### src/rtl/mult_accum_clamp.sv
// mult_accum_clamp: repeated-addition multiplier with limit clamp; define MULT_SWAP_EN to add the operand-ordering ORDER state
module mult_accum_clamp #(
  parameter int WIDTH = 32
) (
  input  logic             clk,
  input  logic             reset,
  input  logic             start,
  input  logic [WIDTH-1:0] a,
  input  logic [WIDTH-1:0] b,
  input  logic [WIDTH-1:0] limit,
  output logic             ready,
  output logic             busy,
  output logic             done,
  output logic [WIDTH-1:0] result,
  output logic             clamped
);
`ifdef MULT_SWAP_EN
  typedef enum logic [1:0] {IDLE, ORDER, ACCUM, DONE} state_t;
`else
  typedef enum logic [1:0] {IDLE, ACCUM, DONE} state_t;
`endif
  state_t state_q, state_d;
  logic [WIDTH-1:0] cnt_q, cnt_d, addend_q, addend_d, acc_q, acc_d, lim_q, lim_d;
  logic [WIDTH-1:0] result_q, result_d;
  logic clamped_q, clamped_d;
  logic [WIDTH:0] sum;
  assign sum = {1'b0, acc_q} + {1'b0, addend_q};
  always_comb begin
    state_d = state_q;
    cnt_d = cnt_q;
    addend_d = addend_q;
    acc_d = acc_q;
    lim_d = lim_q;
    result_d = result_q;
    clamped_d = clamped_q;
    case (state_q)
      IDLE: if (start) begin
        cnt_d = a;
        addend_d = b;
        acc_d = '0;
        lim_d = limit;
        result_d = '0;
        clamped_d = 1'b0;
`ifdef MULT_SWAP_EN
        state_d = ORDER;
`else
        state_d = ACCUM;
`endif
      end
`ifdef MULT_SWAP_EN
      ORDER: begin
        cnt_d = (cnt_q > addend_q) ? addend_q : cnt_q;
        addend_d = (cnt_q > addend_q) ? cnt_q : addend_q;
        state_d = ACCUM;
      end
`endif
      ACCUM: if (cnt_q == '0) begin
        result_d = acc_q;
        state_d = DONE;
      end else if (sum > {1'b0, lim_q}) begin
        result_d = lim_q;
        clamped_d = 1'b1;
        state_d = DONE;
      end else begin
        acc_d = sum[WIDTH-1:0];
        cnt_d = cnt_q - WIDTH'(1);
      end
      DONE: state_d = IDLE;
      default: state_d = IDLE;
    endcase
  end
  always_ff @(posedge clk) begin
    if (reset) begin
      state_q <= IDLE;
      cnt_q <= '0;
      addend_q <= '0;
      acc_q <= '0;
      lim_q <= '0;
      result_q <= '0;
      clamped_q <= 1'b0;
    end else begin
      state_q <= state_d;
      cnt_q <= cnt_d;
      addend_q <= addend_d;
      acc_q <= acc_d;
      lim_q <= lim_d;
      result_q <= result_d;
      clamped_q <= clamped_d;
    end
  end
  assign ready = state_q == IDLE;
  assign busy = (state_q != IDLE) && (state_q != DONE);
  assign done = state_q == DONE;
  assign result = result_q;
  assign clamped = clamped_q;
endmodule
### config.mk
export PLATFORM = sky130hd
export DESIGN_NAME = mult_accum_clamp
export DESIGN_NICKNAME = d
export VERILOG_FILES = /design/src/rtl/mult_accum_clamp.sv
export SDC_FILE = /design/constraint.sdc
export NUM_CORES = 1
export LEC_CHECK = 0
export BUFFER_PORTS_ARGS = -buffer_cell sky130_fd_sc_hd__buf_2
export CORE_UTILIZATION = 40
export CTS_BUF_LIST = sky130_fd_sc_hd__clkbuf_16
export DETAILED_ROUTE_END_ITERATION = 10
export PLACE_DENSITY = 0.59
export SYNTH_ARGS = -nofsm -noshare
export SYNTH_HDL_FRONTEND = slang
export SYNTH_SLANG_ARGS = --single-unit
### constraint.sdc
create_clock -name clk -period 4.9 [get_ports clk]
set_clock_uncertainty 0.1 [all_clocks]
set_input_delay 0.49 -clock clk [delete_from_list [all_inputs] [get_ports clk]]
set_output_delay 0.49 -clock clk [all_outputs]
set_load 0.02 [all_outputs]
Word level (Yosys, flattened, before mapping):

Cells that the tools add are included.

* logic and storage cells: 47
* register bits after elaboration: 163
* output and inout bits: 36

* reduce and logical (&&, ||, !) cells: 10
* magnitude comparators: 1
* multiplexer cells: 19
* eq/ne operators: 8
* $add $sub $neg: 2

Operators by type and width (number)
* 2-to-1 mux 32 bit: 8
* case mux 32 bit (2 select lines): 3
* adder 32 x 32 -> 33 bit: 1
* greater-than comparator 33 x 32 -> 1 bit: 1
* zero test 32 bit: 1
* subtractor 32 x 1 -> 32 bit, second input constant: 1
* inequality test 2 bit, second input constant: 5
* AND reduction 4 bit: 2
* 2-to-1 mux 2 bit: 3
* case mux 2 bit (2 select lines): 1
* AND reduction 2 bit: 2
* nonzero test 2 bit: 2
* 2-to-1 mux 1 bit: 3
* inequality test 3 bit, second input constant: 1
* AND reduction 3 bit: 1
* == test 2 x 1 -> 1 bit, second input constant: 1
* == test 2 bit, second input constant: 1
* zero test 2 bit: 1
* case mux 1 bit (2 select lines): 1
* logical AND 1 bit: 1

Logic depth before layout (Yosys ltp):

Gate-level depths: netlist of the first run.

* depth after elaboration: 5
* mapped depth: 23

Worst setup path before layout of the first run:

OpenSTA, ideal clock, no wires.

* kind: register to register
* from: register acc_q[0]
* to: register cnt_q[28]
* stages on the path, launching flop included: 22
* setup slack: -0.136 ns
* data required time: 4.683 ns
* setup time: 0.117 ns
* data arrival time: 4.818 ns
* period minus slack after synthesis: 5.036 ns
* cells stage by stage: dfxtp_1 -> ha_1 -> inv_1 -> fa_1 -> nor2b_1 -> o21ai_0 -> a21oi_1 -> o211ai_1 -> a21bo_2 -> a21oi_1 -> o311ai_0 -> ha_1 -> nand4_1 -> or3_1 -> or3_1 -> or4_1 -> o21ai_0 -> nand4b_1 -> o21ai_2 -> clkbuf_1 -> o21ai_0 -> a32o_1

* longest elaborated chain between the ends: 4

RTL lines
* start: declaration: line 23 `logic [WIDTH-1:0] cnt_q, cnt_d, addend_q, addend_d, acc_q, acc_d, lim_q, lim_d;`
* start signal: assignment: line 77 `acc_q <= '0;`
* start signal: assignment: line 85 `acc_q <= acc_d;`
* adder 32 x 32 -> 33 bit: line 27 `assign sum = {1'b0, acc_q} + {1'b0, addend_q};`
* greater-than comparator 33 x 32 -> 1 bit: line 60 `end else if (sum > {1'b0, lim_q}) begin`
* inequality test 2 bit (no line)
* AND reduction 4 bit (no line)
* end signal: assignment: line 83 `cnt_q <= cnt_d;`
* end: declaration: line 23

Every way passes these cells.
A chain may end at the register's enable or synchronous reset.

Worst setup path after layout of the first run:

* from: register acc_q[7]
* to: register acc_q[20]

* longest elaborated chain between the ends: 4
* elaborated cells between the ends (all ways): 7

RTL lines (line)
* adder 32 x 32 -> 33 bit *: 27
* greater-than comparator 33 x 32 -> 1 bit or 2-to-1 mux 32 bit (tied branches): 60
* inequality test 2 bit (no line) or 2-to-1 mux 32 bit (tied branches)
* AND reduction 4 bit (no line) or case mux 32 bit (2 select lines) (tied branches)

Every way passes the cells marked *; elsewhere a longest branch is shown, timed or not. The select of a mux whose other input is x is not followed.

==> qor.txt, run 1 <==
Area contributors post-synth = dfxtp_1 35%, nand2_1 9.6%, ha_1 8.7%, a21oi_1 8.6%, a211o_1 3.0%
Vias in the first global route = 8793
N_diodes = 0
Number of synthesized flops with an enable pin = 0
WP buf/inv = 6
Sequential-to-total area share from yosys stat = 0.347
Net count after synthesis = 1380
Failing checks = negative setup slack
CTS tree = built
Top-area cell type share of the netlist area = 0.347
Worst vdd ir = 0.220 mV
All-Layer GR Usage = 0.227
Critical Path AT = 5.28 ns
First-pass GRT wire length = 43900 µm
Worst-skew pair later-pin latency = 0.45 ns
Slowest cell on crit path = or4_1
Clk root buf = clkbuf_16
Vias = 9488
Ys async rst share = 0
Setup Viol. Count Final = 91
Critical path type = register to register
DP HPWL = 18700 µm
Cts bufs inserted = 17
Fin. Hold Viols = 0
Hold Crit Class = input port to register
Area growth syn-to-layout = 33.2%
Cts hold-fix bufs = 0
Yosys Warn Count = 0
Crit-path most repeated cell = o211ai_1
LEAKAGE = 5.17 nW
Stages on worst setup path = 24
Drt initial violations = 604
MaxCap Viol Count = 0
Reg2reg end = acc_q[20]$_SDFFE_PP0P_
H-tree level count = 4
Req. time, crit path = 5.13 ns
Gate Count Post-Synth = 1215
CTS clk-pin slew, worst paths = 0.07 ns
Final worst slack = -0.152 ns
Grt met3 use = 0.0379
Die X = 155 µm
Synth cell types = 65
PortBufs = 134
Initial Utilization = 0.411
Post-route ant nets = 0
Initial antenna violation count = 0
Setup slack, reg-to-reg = -0.15 ns
R2R depth = 24
Vias per cell = 5.48
Highest cell delay on the worst timing path = 0.51 ns
Worst-path cell chain = ha_1, o211ai_1, nor2_1, o211ai_1, buf_4, a31oi_4, o211ai_1, buf_4, buf_4, o211ai_1, o211ai_1, xnor2_1, ha_1, nand2_2, or3_4, or4_1, o21ai_1, nand4b_1, buf_6, o21ai_4, buf_12, nor2_4, clkbuf_16, a22o_1
Core ar. = 0.0228 mm²
Die area = 0.0241 mm²
Slew margin rel. = 0.337
Clock Tree Buf Depth = 2
Crit Path Max Fanout = 8
Crit start category = register
Most used DFF post-synth = dfxtp_1
Largest net degree at the start of global routing = 79
Met1 Use GR = 0.316
Final hold slack = 0.173 ns
Measured slew at the worst slew-check pin = 0.990 ns
Total gr overflow = 0
Cell Area, Synth = 0.00939 mm²
Boundary Pins = 135
GR peak layer = met2
Fraction of layout cells with a size suffix above 1 = 0.280
Critical path capture point type = register
FF+latch count, synth = 163
R2R Path Start = acc_q[7]$_SDFFE_PP0P_
Fin. max-slew vios = 0
Met2 Usage GRT = 0.366
CP Launch Point = acc_q[7]$_SDFFE_PP0P_
Leading area contributor after synthesis = dfxtp_1
Min Clock Period, post-route = 5.05 ns
Pwr/cell area = 373 mW/mm²
Post-route clock period utilization = 1.03
Final Power = 4.67 mW
WL final = 29700 µm
Critical Path End = acc_q[20]$_SDFFE_PP0P_
RSZ-0062 raised after global routing = true
Average routed wire per standard cell = 17.1 µm
Drt pass-1 iters = 6
Final #Nets = 1572
CP top delay family = compound AO/OA/AOI/OAI gates
Status = complete, but fails checks
F_max = 198 MHz
Die height = 155 µm
Row Count = 55
Drt drc = 0
CTS sink cnt = 163
GPL Wtd Cong = 0.862
Avg Cell Area, Syn = 7.73 µm²
==> cells in the mapped netlist, drive strengths merged, types with 10 or more instances <==
master	number
dfxtp	163
a21o	22
xnor2	18
o211ai	10
or3	12
a211o	32
nand4	18
a32o	13
nand2	241
a21oi	161
nor3	26
nor2	61
ha	65
o21ai	44
buf	21
a211oi	13
inv	54
clkbuf	60
nand3	46
a22o	30
==> worst min-delay path by stage <==
stage	cells after the start	end	slack, ns	startpoint
3_5_place_dp	2	result[20]$_SDFFE_PP0P_	0.36	result[20]$_SDFFE_PP0P_
6_report	3	addend_q[4]$_SDFFE_PP0P_	0.17	b[4]
4_1_cts	3	addend_q[4]$_SDFFE_PP0P_	0.17	b[4]
2_1_floorplan	2	addend_q[0]$_SDFFE_PP0P_	0.34	addend_q[0]$_SDFFE_PP0P_
3_3_place_gp	2	result[3]$_SDFFE_PP0P_	0.35	result[3]$_SDFFE_PP0P_
5_1_grt	3	addend_q[4]$_SDFFE_PP0P_	0.18	b[4]
==> flip-flops by register name, indices dropped and copies added (netlist names) <==
name	cells
result	32
cnt_q	32
state_q	2
clamped	1
lim_q	32
acc_q	32
addend_q	32
==> final cells by class <==
cell class	count	area [µm²]
Timing Repair Buffer	254	1960
Multi-Input combinational cell	917	6100
Tap cell	313	392
Clock inverter	14	149
Clock buffer	17	425
Inverter	54	203
Sequential cell	163	3280
Fill cell	2170	10300
==> routing by layer <==
metal  vias up  part of all wire
met2       257              0.46
li1       4732                 -
met1      4467              0.48
met3        32             0.045
met5         -                 0
met4         0             0.016
==> logic make-up (layout without fill, tap and decap cells) <==
family / count (synthesis) / in the layout / share of synthesized area
flip-flops: 163 / 163 / 0.347
XOR/XNOR: 26 / 26 / 0.0242
buffers and inverters: 135 / 339 / 0.0573
adder cells (fa/ha/maj): 66 / 66 / 0.0887
AO/OA/AOI/OAI: 381 / 381 / 0.269
AND/OR/NAND/NOR: 444 / 444 / 0.213
==> per-stage QoR <==
step           setup TNS (ns)  instances  utilization  instance area [µm²]  setup WS, ns
2_1_floorplan          -0.180       1215            -                 9410      -0.00903
3_3_place_gp           -30.36       1661        0.475                10800        -0.393
3_5_place_dp           -23.28       1661        0.475                10800        -0.327
4_1_cts                     0       1704        0.511                11700      0.000158
5_1_grt                -31.84       1732        0.548                12500        -0.394
6_report                -7.94       1732        0.548                12500        -0.152
==> worst min-delay path: cells and delay by family <==
| kind | cells | cell delay [ns] |
|---|---|---|
| AO/OA/AOI/OAI | 1 | 0.05 |
| buffers and inverters | 1 | 0.09 |
| AND/OR/NAND/NOR | 1 | 0.05 |
==> timing repair <==
item / 4_1_cts / 5_1_grt
gates resized for setup: 30 / 103
endpoints found under the setup margin: 98 / 98
endpoints found under the hold margin: 0 / 0
cloned: 1 / 15
buffers inserted: 11 / 14
pin swaps: 23 / 68
==> layout by cell type, fill, tap and decap left out, drive strengths merged, types with 32 or more instances in the layout <==
master	synthesis	final
buf	21	243
nand2	241	241
dfxtp	163	163
a21oi	161	161
ha	65	65
nor2	61	61
inv	54	57
nand3	46	46
o21ai	44	44
a211o	32	32
==> power by group <==
group / switching (mW) / internal, mW / total [mW] / leakage [nW]
Combinational: 0.956 / 0.760 / 1.72 / 3.55
Clock: 0.586 / 0.788 / 1.37 / 0.289
Sequential: 0.127 / 1.45 / 1.58 / 1.34
(Power assumes the default switching activity.)
==> inputs of run 2 (changes only) <==
- ABC_AREA: unset -> 1
- CORE_MARGIN: unset -> 5
==> run 2 against run 1 <==
  * Sequential power is 11% higher
  * Clock power down 3%
  * Flip-flop and latch count is the same
  * Utilization decreased by 8.6 points
  * The run now ends clean
  * Cell count rose by 16%
  * Critical endpoint is now acc_q[2]$_SDFFE_PP0P_
  * Largest cell class unchanged
  * Via count increased by 7.6%
  * Largest power group unchanged
  * Register-to-register slack improved by 0.61 ns
  * Sequential share of layout area is 0.97 points higher
==> qor.txt, run 2 <==
Status = complete, no violations
Placed cells = 1975 (+19%)
Clock Tree Buf Depth = 2 (unchanged)
Commonest non-fill, non-tap cell in the layout = nand2_1
Setup Viol. Count Final = 0 (-100%)
FF+latch count, synth = 163 (unchanged)
Req. time, crit path = 5.17 ns (+0.04 ns)
Final hold slack = 0.207 ns (+0.0336 ns)
Final Cell Area = 0.0120 mm² (-4.1%)
Pre-CTS setup slack = 0.439 ns (+0.766 ns)
Synth cell types = 49 (-25%)
Boundary Pins = 135 (unchanged)
Area growth syn-to-layout = 13.9%
N_diodes = 0 (unchanged)
Fin. Hold Viols = 0 (unchanged)
Fraction of layout cells with a size suffix above 1 = 0.169 (-0.111)
Drt pass-1 iters = 5 (-1)
Area post-placement = 0.0114 mm² (+5.1%)
Die area = 0.0297 mm² (+23%)
DP HPWL = 22300 µm (+19%)
Net count after synthesis = 1737 (+26%)
PortBufs = 134 (unchanged)
Measured slew at the worst slew-check pin = 1.15 ns (+0.162 ns)
Average routed wire per standard cell = 15.4 µm (-10%)
F_max = 225 MHz (+14%)
CTS clk-pin slew, worst paths = 0.07 ns (about the same)
Grt met3 use = 0.0281 (-0.00976)
Crit-path most repeated cell = nand2_1
Cell Area, Synth = 0.0105 mm² (+12%)
Row Count = 59 (+7.3%)
CTS tree = built
Critical Path AT = 4.71 ns (-0.57 ns)
Internal = 3.10 mW (+3.3%)
Leading area contributor after synthesis = dfxtp_1
WHS Path Cells = 3 (unchanged)
Post-route ant nets = 0 (unchanged)
Synth cell count leaders = 280 x nand2_1, 248 x nor2_1, 163 x dfxtp_1
Crit start category = register
LEAKAGE = 5.80 nW (+12%)
Largest net degree at the start of global routing = 85 (+7.6%)
Setup slack, reg-to-reg = 0.46 ns (+0.61 ns)
Final #Nets = 1825 (+16%)
Filler cells = 2732 (+26%)
Most used DFF post-synth = dfxtp_1
Slew margin rel. = 0.231 (-0.106)
Clock share of power = 0.248 (-0.046)
Highest cell delay on the worst timing path = 0.36 ns (-0.15 ns)
R2R depth = 31 (+29%)
Clk root buf = clkbuf_16
Avg Cell Area, Syn = 6.70 µm² (-13%)
# Post-CTS Setup Buffers = 0 (-11)
Hold Crit Class = input port to register
Critical path type = register to register
Worst-skew pair later-pin latency = 0.43 ns (-0.02 ns)
First-pass GRT wire length = 49300 µm (+12%)
Worst vdd ir = 0.255 mV (+16%)
WL final = 30900 µm (+4.2%)
Final Power = 5.35 mW (+15%)
Reg2reg end = acc_q[2]$_SDFFE_PP0P_
Vias per cell = 5.09 (-7.1%)
Hold wc startpoint = b[9]
Sw Pwr = 2.25 mW (+35%)
R2R Path Start = acc_q[0]$_SDFFE_PP0P_
Met1 Use GR = 0.301 (-0.0151)
All-Layer GR Usage = 0.207 (-0.0203)
Combinational share of power = 0.422 (+0.055)
Final worst slack = 0.459 ns (+0.611 ns)
Top-area cell type share of the netlist area = 0.310 (-0.0376)
Initial antenna violation count = 0 (unchanged)
Core ar. = 0.0260 mm² (+14%)
Min Clock Period, post-route = 4.44 ns (-0.611 ns)
Final cell count without fillers = 2007 (+16%)
Cts hold-fix bufs = 0 (unchanged)
Hold EP = addend_q[9]$_SDFFE_PP0P_
RSZ-0062 raised after global routing = true
GPL Wtd Cong = 0.961 (+11%)
Die X = 172 µm (+11%)
Gate Count Post-Synth = 1572 (+29%)
GR peak layer = met2
Most repeated cell in the gate-level netlist after synthesis = nand2_1
H-tree level count = 4 (unchanged)
Pwr/cell area = 446 mW/mm² (+20%)
Sequential-to-total area share from yosys stat = 0.310 (-0.0376)
Number of synthesized flops with an enable pin = 0 (unchanged)
Initial Utilization = 0.405 (-0.00574)
MaxCap Viol Count = 0 (unchanged)
Reg power frac = 0.329 (-0.009)
Fin. max-slew vios = 0 (unchanged)
Slowest cell on crit path = dfxtp_1
Ys async rst share = 0 (unchanged)
Met2 Usage GRT = 0.326 (-0.0401)
Most frequent cells in the layout = 278 x nand2_1, 247 x nor2_1, 163 x dfxtp_1
Drt initial violations = 779 (+29%)
Crit Path Max Fanout = 18 (+10)
Vias = 10.2k (+7.6%)
Area contributors post-synth = dfxtp_1 31%, nand2_1 10%, nor2_1 8.8%, ha_1 7.7%, nand3_1 6.9%
Drt drc = 0 (unchanged)
Sw Ratio = 0.421 (+0.0636)
Critical path capture point type = register
Cts bufs inserted = 17 (unchanged)
Vias in the first global route = 9527 (+8.3%)
Post-route clock period utilization = 0.906 (-0.125)
CP Launch Point = acc_q[0]$_SDFFE_PP0P_
Yosys Warn Count = 0 (unchanged)
Die height = 172 µm (+11%)
CTS sink cnt = 163 (unchanged)
Total gr overflow = 0 (unchanged)
run 2: logic make-up after synthesis:
| logic type | after synthesis | share of synthesized area |
|---|---|---|
| adder cells (fa/ha/maj) | 66 | 0.0791 |
| AO/OA/AOI/OAI | 296 | 0.159 |
| buffers and inverters | 232 | 0.0928 |
| XOR/XNOR | 37 | 0.0308 |
| flip-flops | 163 | 0.310 |
| AND/OR/NAND/NOR | 778 | 0.329 |
run 2: repair_timing:
item                                   4_1_cts  5_1_grt
endpoints found under the hold margin        0        0
setup endpoints to repair                    0       65
gates resized for setup                      0        4
run 2: how the worst max path moves through the flow:
stage,to,slack (ns),depth (start not counted)
6_report,acc_q[2]$_SDFFE_PP0P_,0.46,31
3_3_place_gp,acc_q[27]$_SDFFE_PP0P_,0.44,29
4_1_cts,acc_q[27]$_SDFFE_PP0P_,0.41,29
2_1_floorplan,result[10]$_SDFFE_PP0P_,1.16,34
3_5_place_dp,acc_q[27]$_SDFFE_PP0P_,0.44,29
5_1_grt,acc_q[26]$_SDFFE_PP0P_,-0.004,29
run 2: power groups by stage:
| stage | clock network (mW) | registers, mW | logic [mW] |
|---|---|---|---|
| final | 1.33 | 1.76 | 2.26 |
| after global routing | 1.41 | 1.79 | 2.56 |
| after CTS | 1.36 | 1.76 | 2.23 |
| after detailed placement | 0 | 1.79 | 2.22 |
| after global placement | 0 | 1.79 | 2.20 |
| after floorplan | 0 | 1.81 | 1.62 |
run 2: cell type report:
type                    instances  area (µm²)  share of cell area
clock buffers                  17         425              0.0354
clock inverters                14         139              0.0116
inverters                     149         562              0.0468
multi-input cells            1177        6310               0.526
flip-flops and latches        163        3260               0.272
well taps                     335         419              0.0349
repair buffers                152         881              0.0734
run 2: critical path, delay by kind of cell, from the launching register on:
family                     cells  cell delay (ns)
and+or+nand+nor               18             1.67
adders and majority gates      3             0.83
AOI/OAI and AO/OA              5             0.72
buffers and inverters          4             0.51
DFF                            1             0.36
xor gates and xnor gates       1             0.17
run 2: per-layer routing:
layer	up-vias	part of all wire
met5	-	0
met1	4598	0.49
li1	5321	-
met3	24	0.056
met2	270	0.44
met4	0	0.014
run 2: stage by stage:
step,setup TNS [ns],util
2_1_floorplan,0,-
3_3_place_gp,0,0.439
3_5_place_dp,0,0.439
4_1_cts,0,0.460
5_1_grt,-0.00364,0.462
6_report,0,0.462
